<file path="src/rtl/param_memory.sv">
// ---------------------------------------------------------------------------
// param_memory
//   Parameterised single-port synchronous RAM with one shared address, a
//   write enable and a registered read port. Every edge performs a read of
//   mem[address]; a write is performed in addition when write_enable is high.
//   All storage and the read register clear to zero on reset.
//
//   Parameters:
//     DATA_WIDTH  word width
//     ADDR_WIDTH  address width
//     DEPTH       number of words, 1..2**ADDR_WIDTH
//
//   Ports:
//     clk           in   clock, rising edge
//     rst_n         in   asynchronous active-low reset
//     write_enable  in   write data_in to mem[address] on this edge
//     address       in   word address shared by read and write
//     data_in       in   write data
//     data_out      out  registered read data
//
//   Build option:
//     PARAM_MEMORY_WRITE_THROUGH_EN  defined: write-first (data_out gets the
//                                    written word on a write edge).
//                                    undefined: read-first (data_out gets the
//                                    pre-write word).
// ---------------------------------------------------------------------------
module param_memory #(
    parameter int DATA_WIDTH = 8,
    parameter int ADDR_WIDTH = 8,
    parameter int DEPTH      = 2**ADDR_WIDTH
) (
    input  logic                  clk,
    input  logic                  rst_n,
    input  logic                  write_enable,
    input  logic [ADDR_WIDTH-1:0] address,
    input  logic [DATA_WIDTH-1:0] data_in,
    output logic [DATA_WIDTH-1:0] data_out
);

    localparam int IDX_W = (DEPTH > 1) ? $clog2(DEPTH) : 1;
    // One extra bit so DEPTH == 2**ADDR_WIDTH is representable.
    localparam logic [ADDR_WIDTH:0] DEPTH_W = (ADDR_WIDTH+1)'(DEPTH);

    logic [DATA_WIDTH-1:0] mem_q [DEPTH];
    logic [DATA_WIDTH-1:0] rdata_d;
    logic [DATA_WIDTH-1:0] rdata_q;
    logic                  in_range;
    logic [IDX_W-1:0]      idx;

    // Out-of-range addresses never reach the array: writes are dropped and
    // reads return zero, so no aliasing onto in-range words is possible.
    assign in_range = ({1'b0, address} < DEPTH_W);
    assign idx      = address[IDX_W-1:0];

    always_comb begin
        rdata_d = '0;
        if (in_range) begin
            rdata_d = mem_q[idx];
        end
`ifdef PARAM_MEMORY_WRITE_THROUGH_EN
        if (write_enable) begin
            rdata_d = in_range ? data_in : '0;
        end
`endif
    end

    always_ff @(posedge clk or negedge rst_n) begin
        if (!rst_n) begin
            for (int i = 0; i < DEPTH; i++) begin
                mem_q[i] <= '0;
            end
        end else if (write_enable && in_range) begin
            mem_q[idx] <= data_in;
        end
    end

    always_ff @(posedge clk or negedge rst_n) begin
        if (!rst_n) begin
            rdata_q <= '0;
        end else begin
            rdata_q <= rdata_d;
        end
    end

    assign data_out = rdata_q;

endmodule

</file>
<file path="config.mk">
export PLATFORM = sky130hd
export DESIGN_NAME = param_memory
export DESIGN_NICKNAME = d
export VERILOG_FILES = /design/src/rtl/param_memory.sv
export SDC_FILE = /design/constraint.sdc
export NUM_CORES = 2
export LEC_CHECK = 0
export ABC_AREA = 1
export CORE_MARGIN = 2
export CORE_UTILIZATION = 60
export CTS_CLUSTER_SIZE = 40
export DETAILED_ROUTE_END_ITERATION = 10
export GPL_ROUTABILITY_DRIVEN = 0
export GPL_TIMING_DRIVEN = 0
export PLACE_DENSITY = 0.73
export RECOVER_POWER = 25
export REMOVE_ABC_BUFFERS = 1
export SYNTH_ARGS = -nofsm -noshare
export SYNTH_HDL_FRONTEND = slang
export SYNTH_SLANG_ARGS = --single-unit
</file>
<file path="constraint.sdc">
create_clock -name clk -period 2.25 [get_ports clk]
set_input_delay 0.45 -clock clk [delete_from_list [all_inputs] [get_ports clk]]
set_output_delay 0.45 -clock clk [all_outputs]
set_load 0.1 [all_outputs]
</file>
# Word level (Yosys, flattened, before mapping)
# Index checks and enable logic that the tools add are counted.
[op_classes]
magnitude_cmp = 2
muxes = 6
bitwise = 1
reduce_logical = 1
[op_table]
columns = ["operator", "count"]
rows = [
  ["bitwise mux 2048 bit", 1],
  ["binary-select mux 8 bit (select 8 bit)", 1],
  ["demux 8 bit (select 8 bit)", 1],
  ["two-way mux 8 bit", 3],
  [">= comparator 9 bit, second input constant", 1],
  ["< comparator 9 x 1 -> 1 bit, second input constant", 1],
  ["inverter 8 -> 9 bit", 1],
  ["logical AND 1 bit", 1],
]
[word_totals]
regBits = 2056
in_bits = 19

# Longest topological paths before layout
[logic_depth]
depth_word = 6
depth_mapped = 17
ltp_nobuf = 13

# Least setup slack after synthesis
# No wires, ideal clock.
[synth_timing]
path_type = "input to register"
startpoint = "input port address[1]"
endpoint = "register rdata_q[4], in the netlist data_out[4]"
t_arrival_ns = 1.878
t_required_ns = 2.131
setup_slack_ns = 0.254
stages = 15
path_buffers = 3
cell_sequence = "buf_4 -> nand2_2 -> inv_1 -> buf_2 -> buf_2 -> nand2_1 -> nand2_1 -> o21ai_0 -> nand2_1 -> o21ai_0 -> nand2_1 -> nor2_1 -> nor2_1 -> nor2_1 -> nand2_1"
[synth_via]
elab_chain_cells = 4
[synth_lines]
columns = ["element", "line", "text"]
rows = [
  ["start, declared", "35", "input logic [ADDR_WIDTH-1:0] address,"],
  ["inverter 8 -> 9 bit (implied by the code)", "58", "rdata_d = mem_q[idx];"],
  ["binary-select mux 8 bit (select 8 bit)", "58", ""],
  ["two-way mux 8 bit (implied by the code) (2 in series)", "58", ""],
  ["via rdata_d[4]", "45", "logic [DATA_WIDTH-1:0] rdata_d;"],
  ["end signal, assigned", "81", "rdata_q <= rdata_d;"],
  ["end, declared", "46", "logic [DATA_WIDTH-1:0] rdata_q;"],
]
# The timed path passes the listed nets, and every way through them passes these cells. The select of a mux whose other input is x is not followed.
# A chain may end at the register's enable or synchronous reset.

# Final worst setup path
[layout_timing]
startpoint = "input port address[1]"
endpoint = "register mem_q[1880] (netlist name)"
[layout_via]
elab_chain_cells = 6
[layout_lines]
columns = ["element", "line", "text"]
rows = [
  ["inverter 8 -> 9 bit (implied by the code) (*)", "73", "mem_q[idx] <= data_in;"],
  [">= comparator 9 bit (implied by the code) or < comparator 9 x 1 -> 1 bit (tied branches)", "73", ""],
  ["logical AND 1 bit (implied by the code)", "73", ""],
  ["two-way mux 8 bit (implied by the code)", "73", ""],
  ["demux 8 bit (select 8 bit) (*)", "73", ""],
  ["bitwise mux 2048 bit (*)", "73", ""],
  ["end signal, assigned by index", "73", ""],
  ["end, declared", "44", "logic [DATA_WIDTH-1:0] mem_q [DEPTH];"],
]
# Mark *: on every way between the ends. The rest lies on a longest branch, timed or not.

==> results.json <==
{
  "async_reset_ff_frac": 1.00,
  "nets": 12206,
  "dieArea_sq_mm": 0.161,
  "slew_violations": 154,
  "final_layout_size_suffix_gt1_frac": 0.0682,
  "status": "finished, violations left",
  "grt_max_degree": 182,
  "max_freq_mhz": 386,
  "insertion_delay_ns": 0.86,
  "fin_tns_setup_ns": -32.33,
  "drtIter0Drc": 11255,
  "wirelength_microns": 307000,
  "p_leak_nw": 53.4,
  "netlist_top_cells_count": "6866 x nand2_1, 2056 x dfrtp_1, 1331 x o21ai_0",
  "die_h_microns": 401,
  "port_buffers": 26,
  "final_cells": 14429,
  "vias": 85031,
  "final-seq-area_sq_mm": 0.0514,
  "row_count": 145,
  "path_class": "in -> reg",
  "cpMaxStageDelayCell": "nor2_2",
  "cp_cell_sequence": "buf_16 -> buf_16 -> nor2_4 -> inv_2 -> nor2_2 -> nand2_4 -> inv_8 -> nand2_1 -> nand2_1 -> o21ai_0",
  "cts_sinks": 2056,
  "clk_pin_slew_ns": 0.06,
  "power.total_mw": 83.7,
  "htreeDepth": 4,
  "p_per_area_mw_per_mm2": 782,
  "syn_area_sq_mm": 0.0944,
  "avgSynthCellArea_sq_um": 7.50,
  "pin_count": 27,
  "critical_path.max_stage_delay_ns": 0.39,
  "routedWlPerCell_microns": 21.2,
  "wl_met2_microns": 135000,
  "grt_use_total": 0.372,
  "ant_nets": 0,
  "start_util": 0.605,
  "synth_seq_area_share": 0.545,
  "critical_path_arrival_ns": 3.28,
  "synth_warnings": 0,
  "worst_pin_slew_ns": 1.96,
  "rsz0062_at_grt": "yes",
  "grt_overflow": 0,
  "violations": "hold timing, capacitance limit, slew limit, setup timing",
  "syn_to_final_growth_pct": 13.4,
  "coreArea_sq_mm": 0.156,
  "synth_area_leaders": "dfrtp_1 54%, nand2_1 27%, o21ai_0 7.1%, o21ai_1 4.4%, clkbuf_1 2.7%",
  "cp_max_fo": 105,
  "first_pass_iters": 9,
  "hold_class": "in -> async",
  "antenna_found_initial": 11,
  "synth-seq-cells": 2056,
  "hold_violations": 94,
  "dpl.cell_count": 13880,
  "synth_top_area_frac": 0.545,
  "fillCellCount": 12584,
  "synth-main-ff-cell": "dfrtp_1",
  "die_w_microns": 401,
  "clockBufferDepth": 3,
  "setup_ws_ns": -0.341,
  "whs_ns": -0.493,
  "worst-endpoint-required_ns": 2.94,
  "grt_pass1_vias": 79704,
  "maxCapViolations": 1,
  "cp-start-kind": "primary input",
  "vdd_drop_max_uv": 880,
  "met1_length_microns": 121000,
  "cts_root_buf": "clkbuf_16",
  "top_layer": "met5",
  "multi_input_area_sq_mm": 0.0402,
  "yosys.area.top_type": "dfrtp_1",
  "setup_viol": 263,
  "min_period_ns": 2.59,
  "wl_met3_microns": 34400,
  "grt_pass1_wl_microns": 466000,
  "cts_tree": "yes",
  "synth.most_common_cell": "nand2_1",
  "synth_cell_types": 18,
  "post-route-period-util": 1.15,
  "cts_made_buffers": 211,
  "synth_edf_count": 0,
  "syn_inst": 12591,
  "avgViaCountPerCell": 5.89,
  "remaining_drc_errors": 0,
  "postPlaceCellArea_sq_mm": 0.0963,
  "skew_ns": 0.0232,
  "end_kind": "register",
  "final_cell_area_sq_mm": 0.107,
  "slew_headroom": -0.308,
  "dp.final_hpwl_microns": 163000
}
==> power breakdown <==
part           total (mW)  switching (mW)  internal [mW]
Clock                36.2            15.0           21.2
Combinational        7.78            5.49           2.29
Sequential           39.8           0.974           38.8
==> placed cells by master, fill, tap and decap left out, drive strengths merged <==
cell,instances
nand2,6867
o21ai,2160
dfrtp,2056
clkbuf,345
nor2,221
buf,197
nand3,184
a21oi,120
inv,75
clkinv,50
bufbuf,26
nor3,19
bufinv,18
clkinvlp,11
clkdlybuf4s50,8
clkdlybuf4s15,6
dlymetal6s2s,5
diode,3
==> per-layer routing <==
metal	vias up	track usage
met5	-	0
met4	16	0.184
met2	4471	0.562
met1	40587	0.502
li1	39043	-
met3	914	0.0944
==> logic make-up after synthesis <==
| group | share of synthesized area |
|---|---|
| AO/OA/AOI/OAI | 0.121 |
| buffers and inverters | 0.0407 |
| AND/OR/NAND/NOR | 0.294 |
| flip-flops | 0.545 |
==> final timing paths <==
kind | start | end | slack, ns | cells past startpoint
max | address[1] | mem_q[1880] | -0.34 | 10
min | rst_n | mem_q[358] | -0.49 | 1
max reg2reg | mem_q[332] | data_out[4] | 0.12 | 12
min reg2reg | mem_q[1593] | mem_q[1593] | 0.48 | 2
max in group asynchronous | rst_n | mem_q[588] | 0.30 | 2
min in group clk | data_in[6] | mem_q[1774] | 0.21 | 3
==> sequential cells by signal, summed over array words and instances (netlist names) <==
signal,flops
data_out,8
mem_q,2048
==> through the flow <==
| stage | util | setup slack (ns) |
|---|---|---|
| 2_1_floorplan | - | -7.53 |
| 3_3_place_gp | 0.600 | -124.08 |
| 3_5_place_dp | 0.617 | -2.98 |
| 4_1_cts | 0.678 | -0.244 |
| 5_1_grt | 0.685 | -0.176 |
| 6_report | 0.685 | -0.341 |
==> worst max-delay path: cells and delay by family <==
family / cells / cell delay [ns]
AO/OA/AOI/OAI: 1 / 0.12
buffers and inverters: 4 / 0.83
AND/OR/NAND/NOR: 5 / 1.59
==> final cells by class <==
| type | count | area share |
|---|---|---|
| timing repair buffer | 262 | 0.0474 |
| tap | 2058 | 0.0241 |
| clock buffer | 325 | 0.0596 |
| clock inverter | 69 | 0.00757 |
| multi-input combinational | 9571 | 0.375 |
| antenna | 3 | 0.0000701 |
| inverter | 77 | 0.00465 |
| sequential | 2056 | 0.481 |
| timing repair inverter | 8 | 0.000760 |
==> timing repair <==
action,4_1_cts,5_1_grt
hold endpoints to repair,89,89
pin swaps,24,25
gates resized for setup,258,156
setup buffers,63,28
endpoints found under the setup margin,2369,1935
cloned,42,19
Note: power is estimated with default switching activity, not from simulation.
